## src/rtl/serial_mult_param_pkg.sv

```systemverilog
// Shared types and sizing helpers for the parametrised serial multiplier.
package serial_mult_param_pkg;

    typedef enum logic [1:0] {
        IDLE   = 2'd0,
        LOAD_B = 2'd1,
        CALC   = 2'd2,
        DONE   = 2'd3
    } state_t;

    // Number of CALC edges needed to consume the whole multiplier.
    function automatic int calc_cycles(input int width, input int digit);
        return width / digit;
    endfunction

    // Counter must hold the full cycle count, not just count down to it.
    function automatic int cnt_width(input int width, input int digit);
        return $clog2(width / digit + 1);
    endfunction

endpackage

```

## src/rtl/serial_mult_param_if.sv

```systemverilog
// Put/get register interface of the serial multiplier.
interface serial_mult_param_if #(
    parameter int WIDTH = 8
);
    logic                 put;
    logic [WIDTH-1:0]     idata;
    logic                 is_signed;
    logic                 get;
    logic                 ready;
    logic                 busy;
    logic                 result_valid;
    logic [2*WIDTH-1:0]   result;

    modport master (
        output put, idata, is_signed, get,
        input  ready, busy, result_valid, result
    );

    modport slave (
        input  put, idata, is_signed, get,
        output ready, busy, result_valid, result
    );
endinterface

```

## src/rtl/serial_mult_param.sv

```systemverilog
// Serial shift-and-add multiplier: WIDTH-bit operands, DIGIT multiplier bits per cycle,
// optional two's-complement mode via magnitude multiply plus final negation.
module serial_mult_param
    import serial_mult_param_pkg::*;
#(
    parameter int WIDTH = 8,
    parameter int DIGIT = 1
) (
    input  logic               clk,
    input  logic               rst_b,
    serial_mult_param_if.slave bus
);

    localparam int CYCLES = calc_cycles(WIDTH, DIGIT);
    localparam int CNT_W  = cnt_width(WIDTH, DIGIT);
    localparam int PW     = 2 * WIDTH;

    if (!(DIGIT == 1 || DIGIT == 2 || DIGIT == 4)) begin : g_bad_digit
        $error("serial_mult_param: DIGIT must be 1, 2 or 4");
    end
    if ((WIDTH % DIGIT) != 0 || WIDTH < 2) begin : g_bad_width
        $error("serial_mult_param: WIDTH must be >=2 and divisible by DIGIT");
    end

    function automatic logic [WIDTH-1:0] mag(input logic [WIDTH-1:0] x, input logic s);
        return (s && x[WIDTH-1]) ? (~x + 1'b1) : x;
    endfunction

    state_t           state_q, state_d;
    logic [PW-1:0]    a_sh_q, a_sh_d;
    logic [WIDTH-1:0] b_q, b_d;
    logic [PW-1:0]    acc_q, acc_d;
    logic [PW-1:0]    result_q, result_d;
    logic [CNT_W-1:0] cnt_q, cnt_d;
    logic             sgn_q, sgn_d;
    logic             a_neg_q, a_neg_d;
    logic             neg_q, neg_d;
    logic [PW-1:0]    partial;

    always_ff @(posedge clk or negedge rst_b) begin
        if (!rst_b) state_q <= IDLE;
        else        state_q <= state_d;
    end

    always_comb begin
        state_d = state_q;
        unique case (state_q)
            IDLE:    if (bus.put) state_d = LOAD_B;
            LOAD_B:  if (bus.put) state_d = CALC;
            CALC:    if (cnt_q == CNT_W'(1)) state_d = DONE;
            DONE:    if (bus.get) state_d = IDLE;
            default: state_d = IDLE;
        endcase
    end

    always_comb begin
        bus.ready        = (state_q == IDLE) || (state_q == LOAD_B);
        bus.busy         = (state_q == CALC);
        bus.result_valid = (state_q == DONE);
        bus.result       = result_q;
    end

    // The multiplicand is pre-shifted each step so the partial product needs no variable shift.
    assign partial = a_sh_q * {{(PW-DIGIT){1'b0}}, b_q[DIGIT-1:0]};

    always_comb begin
        a_sh_d   = a_sh_q;
        b_d      = b_q;
        acc_d    = acc_q;
        result_d = result_q;
        cnt_d    = cnt_q;
        sgn_d    = sgn_q;
        a_neg_d  = a_neg_q;
        neg_d    = neg_q;
        unique case (state_q)
            IDLE: if (bus.put) begin
                a_sh_d  = {{WIDTH{1'b0}}, mag(bus.idata, bus.is_signed)};
                a_neg_d = bus.is_signed & bus.idata[WIDTH-1];
                sgn_d   = bus.is_signed;
            end
            LOAD_B: if (bus.put) begin
                b_d   = mag(bus.idata, sgn_q);
                neg_d = a_neg_q ^ (sgn_q & bus.idata[WIDTH-1]);
                cnt_d = CNT_W'(CYCLES);
                acc_d = '0;
            end
            CALC: begin
                acc_d  = acc_q + partial;
                a_sh_d = a_sh_q << DIGIT;
                b_d    = b_q >> DIGIT;
                cnt_d  = cnt_q - 1'b1;
                if (cnt_q == CNT_W'(1))
                    result_d = neg_q ? (~acc_d + 1'b1) : acc_d;
            end
            default: ;
        endcase
    end

    always_ff @(posedge clk or negedge rst_b) begin
        if (!rst_b) begin
            a_sh_q   <= '0;
            b_q      <= '0;
            acc_q    <= '0;
            result_q <= '0;
            cnt_q    <= '0;
            sgn_q    <= 1'b0;
            a_neg_q  <= 1'b0;
            neg_q    <= 1'b0;
        end else begin
            a_sh_q   <= a_sh_d;
            b_q      <= b_d;
            acc_q    <= acc_d;
            result_q <= result_d;
            cnt_q    <= cnt_d;
            sgn_q    <= sgn_d;
            a_neg_q  <= a_neg_d;
            neg_q    <= neg_d;
        end
    end

endmodule

```

## src/flat_wrapper.sv

```systemverilog
// flat-port wrapper written by rule: the top's interface ports become plain ports
module serial_mult_param_flat import serial_mult_param_pkg::*;
#(
    parameter int WIDTH = 8,
    parameter int DIGIT = 1
)
  (clk, rst_b, bus_put, bus_idata, bus_is_signed, bus_get, bus_ready, bus_busy, bus_result_valid, bus_result);
  serial_mult_param_if #(.WIDTH(WIDTH)) bus_i ();
  input  logic clk;
  input  logic rst_b;
  input wire logic [$bits(bus_i.put)-1:0] bus_put;
  input wire logic [$bits(bus_i.idata)-1:0] bus_idata;
  input wire logic [$bits(bus_i.is_signed)-1:0] bus_is_signed;
  input wire logic [$bits(bus_i.get)-1:0] bus_get;
  output wire logic [$bits(bus_i.ready)-1:0] bus_ready;
  output wire logic [$bits(bus_i.busy)-1:0] bus_busy;
  output wire logic [$bits(bus_i.result_valid)-1:0] bus_result_valid;
  output wire logic [$bits(bus_i.result)-1:0] bus_result;
  assign bus_i.put = bus_put;
  assign bus_i.idata = bus_idata;
  assign bus_i.is_signed = bus_is_signed;
  assign bus_i.get = bus_get;
  assign bus_ready = bus_i.ready;
  assign bus_busy = bus_i.busy;
  assign bus_result_valid = bus_i.result_valid;
  assign bus_result = bus_i.result;
  serial_mult_param #(.WIDTH(WIDTH), .DIGIT(DIGIT)) u_core (.clk(clk), .rst_b(rst_b), .bus(bus_i));
endmodule
```

## config.mk

```make
export PLATFORM = sky130hd
export DESIGN_NAME = serial_mult_param_flat
export DESIGN_NICKNAME = d
export VERILOG_FILES = /design/src/rtl/serial_mult_param_pkg.sv /design/src/rtl/serial_mult_param_if.sv /design/src/rtl/serial_mult_param.sv /design/src/flat_wrapper.sv
export SDC_FILE = /design/constraint.sdc
export NUM_CORES = 1
export LEC_CHECK = 0
export ABC_AREA = 1
export CAP_MARGIN = 15
export CORE_MARGIN = 5
export CORE_UTILIZATION = 60
export DETAILED_ROUTE_END_ITERATION = 10
export DONT_BUFFER_PORTS = 1
export PLACE_DENSITY = 0.79
export SYNTH_ARGS = -nofsm -noshare
export SYNTH_HDL_FRONTEND = slang
export SYNTH_SLANG_ARGS = --single-unit
```

## constraint.sdc

```tcl
create_clock -name clk -period 7.4 [get_ports clk]
set_input_delay 2.22 -clock clk [delete_from_list [all_inputs] [get_ports clk]]
set_output_delay 2.22 -clock clk [all_outputs]
set_load 0.05 [all_outputs]
```

### Word-level counts from Yosys, hierarchy flattened

Cells that the tools add are included.

* register bits after elaboration: 65
* bits of input ports: 13
* output and inout bits: 19
* word-level logic and storage cells: 55

* add/sub/neg operators: 4
* multipliers: 1
* equal/unequal tests: 8
* mux-type cells: 16
* bitwise gates (word level): 5
* reduce and logical (&&, ||, !) cells: 12

Operators by type and width (count)
* $pmux W16 S2: 2
* $mux W16: 3
* $mux W8: 3
* $add A16 B1 Y16 const B: 1
* $add A16 B16 Y16: 1
* $mul A16 B1 Y16: 1
* $not A16 Y16: 1
* $pmux W8 S2: 1
* $reduce_and A2 Y1: 5
* $add A8 B1 Y8 const B: 1
* $mux W2: 4
* $not A8 Y8: 1
* $pmux W2 S4: 1
* $pmux W4 S2: 1
* $ne A2 B2 Y1 const B: 3
* $eq A2 B2 Y1 const B: 2
* $eq A4 B1 Y1 const B: 1
* $mux W4: 1
* $reduce_and A4 Y1: 1
* $reduce_bool A2 Y1: 2
* $sub A4 B1 Y4 const B: 1
* $and A1 B1 Y1: 2
* $eq A2 B1 Y1 const B: 1
* $logic_and A1 B1 Y1: 2
* other kinds (4): 4

### Longest topological paths before layout

* depth after elaboration: 5
* mapped depth: 21
* gate-level depth less buffers: 19

### Worst setup path after synthesis

No wires, ideal clock.

* path type: input to register
* from: in bus_put
* to: reg u_core.b_q[0]
* setup time: 137 ps
* arrival: 3181 ps
* required time: 7263 ps
* setup slack: 4082 ps
* stages on the path: 7
* buffers on the path: 1
* cell sequence: nand2_1 inv_1 a21oi_1 nor2_1 inv_1 buf_2 o221ai_1

* cells in the longest elaborated chain, start to end: 2

Ends and longest elaborated chain
* start, declared: RTL line flat_wrapper.sv:11 `input wire logic [$bits(bus_i.put)-1:0] bus_put;`
* $ne A2 B2 Y1 (no line)
* $reduce_and A2 Y1 (no line)
* end signal, assigned: RTL line serial_mult_param.sv:102 `b_q <= '0;`
* end signal, assigned: RTL line serial_mult_param.sv:111 `b_q <= b_d;`
* end, declared: RTL line serial_mult_param.sv:31 `logic [WIDTH-1:0] b_q, b_d;`

Every way passes these cells.
A chain may end at the register's enable or synchronous reset.

### Worst setup path in the final report

* from: reg u_core.state_q[1]
* to: out bus_ready

* cells in the longest elaborated chain, start to end: 2
* elaborated cells on any way between the ends: 3
* those cells by class: 1 x eq/ne; 2 x reduce/logical

Ends and longest elaborated chain
* start, declared: RTL line serial_mult_param.sv:29 `state_t state_q, state_d;`
* start signal, assigned: RTL line serial_mult_param.sv:42 `else state_q <= state_d;`
* $eq A2 B1 Y1 / $logic_not A2 Y1 (equally long branches): RTL line serial_mult_param.sv:57 `bus.ready = (state_q == IDLE) || (state_q == LOAD_B);`
* $logic_or A1 B1 Y1 *: RTL line serial_mult_param.sv:57
* end, declared: RTL line flat_wrapper.sv:15 `output wire logic [$bits(bus_i.ready)-1:0] bus_ready;`

Mark *: on every way between the ends. The rest lies on a longest branch, timed or not.

==> impl_results.md <==
- Worst-skew pair later-pin latency: 0.35 ns
- RSZ-0062 raised after global routing: false
- Post-CTS Setup Bufs: 0
- P_int: 0.856 mW
- CP required: 5.18 ns
- Hold Crit Class: reg2reg
- R2R Setup Slk: 4.25 ns
- Clock tree from TritonCTS: yes
- CTS buffer count: 9
- Clk buf depth: 2
- Synth Instances: 634
- Initial antenna violation count: 0
- Outcome: finished, final reports clean
- Multi-input logic area: 2340 µm²
- Crit path time final: roughly 3.8 ns
- Sw Pwr: 0.844 mW
- Fin cells: 732
- Worst Min Path Start: u_core.b_q[3]
- Top FF cell, synth: dfrtp_1
- Clock slew at reported path FFs: approximately 0.07 ns
- Slew Viols, Final: 0
- Share of layout cells above drive strength 1: 6.95%
- Hold_buf cts: 0
- Worst r2r src: u_core.state_q[0]
- Hold Path Sink: u_core.b_q[3]
- Synth cell types: 34
- CTS sink cnt: 65
- Setup CP Type: reg2out
- Total grt overflow: 0
- Starting density of the core: a little over 60%
- Area leader, netlist: dfrtp_1
- Critical path origin: u_core.state_q[1]
- Worst hold stages: 2
- EDFF count, synth: 0
- Synth top area cells: dfrtp_1 (37%), nand2_1 (17%), inv_1 (8.1%)
- Storage element area: 1630 µm²
- # diodes: 0
- Die area: 9170 µm²
- First-pass DRT Iterations: 5
- Core area: 7210 µm²
- Row count: 31
- Synth Net Count: 671
- DP Worst Slack: 3.82 ns
- CP Capture Type: output port
- Count leader, synth: nand2_1
- Die height: 95.8 µm
- Fin Setup TNS: 0 ns
- Worst flop-to-flop path endpoint: u_core.bus.result[8]
- # fillers: approximately 660
- I/O pin count: 32
- Final WL: 10,100 µm
- Post-route ant nets: 0
- Max_cap viols: 0
- Cell Pwr Density: roughly 370 nW/µm²
- CP max FO: 3
- Tightest Pin Transition: between 0.8 and 0.9 ns
- PostCTS Resize Cnt: 0
- Syn_area_per_cell: 6.96 µm²
- Drt drc: 0
- Post-Syn Area: approximately 4400 µm²
- Per-cell routed wire length: around 14 µm
- Warnings from Yosys: 0
- Largest net degree at the start of global routing: 66
- Setup violators final: 0
- Vias in the first global route: 3,880
- Area grow syn2layout: 4.99%
- Worst setup margin: 3.65 ns
- R2R depth: 8
- H-tree depth: 3
- Clk pwr share: ~16%
- VDD IR max: ~0.36 mV
- Clk_skew: 0.00645 ns
- Combinational share of power: 47.9%
- Final worst path period share: between 50% and 60%
- Via count: 3,970
- Startpoint types: flop
- Commonest cells post-synth: nand2_1 (197), inv_1 (95), dfrtp_1 (65)
- Hold Slack: 0.490 ns
- Max_slew headroom: about two fifths
- Sequential-to-total area share from yosys stat: 36.8%
- Top-area cell type share of the netlist area: 36.8%
- Die width: 95.8 µm
- First-pass GRT wire length: 17,500 µm
- Detail Placement HPWL: between 7000 and 8000 µm
- DR iter-0 viols: 205
- Lkg Pwr: 2.54 nW
- Reg power frac: between 30% and 40%
- Fmax: 0.267 GHz
- WP data arrival: 1.53 ns
- Asr flop ratio synth: 100%
- Switching portion of total power: 49.7%
- DR vias/cell: 5.42
- Gr usage total: 24.6%
- Nets: 666
- Placed insts: ~700
- Root Driver: clkbuf_8
- Port bufs: 0
- Final hold violation count: 0
- Seq cells post-synth: 65
- GPL Wtd Cong: 1.00
cells in the final DEF (no fill, tap or decap), types with 2 or more instances in the layout:
master	n
xor2_1	13
o31ai_1	4
inv_2	2
nand3b_1	4
nand4_1	5
ha_1	23
nand3_2	3
buf_4	2
nand2_1	197
nand2_2	15
nor3_1	4
o21ai_0	45
o211ai_1	3
clkinv_2	2
clkbuf_8	10
dfrtp_1	65
nor2_4	2
and2_1	3
a22o_1	3
xnor2_1	3
nor2_1	41
clkbuf_1	2
a21oi_1	35
inv_1	95
nor2_2	4
nand3_1	37
o22ai_1	3
kinds of logic after synthesis:
family / count (synthesis) / share of synthesized area, %
buffers and inverters: 115 / 10.1
adder cells (fa/ha/maj): 24 / 6.97
XOR/XNOR: 16 / 3.17
AND/OR/NAND/NOR: 317 / 31.0
AO/OA/AOI/OAI: 97 / 12.0
flip-flops: 65 / 36.8
registers in the layout (all words and copies together), names as in the netlist:
signal             count
u_core.a_neg_q         1
u_core.a_sh_q         16
u_core.acc_q          16
u_core.b_q             8
u_core.bus.result     16
u_core.cnt_q           4
u_core.neg_q           1
u_core.sgn_q           1
u_core.state_q         2
per-layer routing:
layer | GRT usage (%) | wire length [µm]
met2 | 41.0 | 4910
met4 | 11.8 | 337
met1 | 30.5 | 4380
met3 | 5.08 | 496
met5 | 0 | 0
stage by stage:
step                instance area, µm²  utilization [%]  power [mW]
finish                            4640             64.3        1.70
global placement                  4470             62.0        1.40
CTS                               4640             64.3        1.70
global route                      4640             64.3        1.86
floorplan                         4420                -        1.27
detailed placement                4470             62.0        1.44
power groups by stage:
stage,sequential (mW),combinational (mW),clock (mW)
4_1_cts,0.618,0.816,0.271
3_3_place_gp,0.620,0.779,0
5_1_grt,0.633,0.935,0.288
3_5_place_dp,0.624,0.811,0
2_1_floorplan,0.590,0.678,0
6_report,0.618,0.815,0.267
critical path, stage by stage, from the launching register on:
cell and delay [ns]:
dfrtp_1 0.41, inv_1 0.12, ha_1 0.21, inv_1 0.08
nand2_1 0.35
how the worst max path moves through the flow:
stage	cells past startpoint	endpoint	slack, ns
after floorplan	7	u_core.b_q[0]	4.08
after global placement	7	u_core.b_q[0]	3.90
after detailed placement	7	u_core.acc_q[9]	3.82
after CTS	4	bus_ready	3.63
after global routing	4	bus_ready	3.58
final	4	bus_ready	3.65
cell type report:
type                            instances  area share [%]
Tap cell                               99            2.67
Sequential cell                        65            35.1
Clock buffer                           12            3.13
Timing Repair Buffer                    2           0.324
Multi-Input combinational cell        454            50.6
Inverter                               97            7.85
Clock inverter                          3           0.378
No activity file was read; power rests on OpenSTA's default activity.
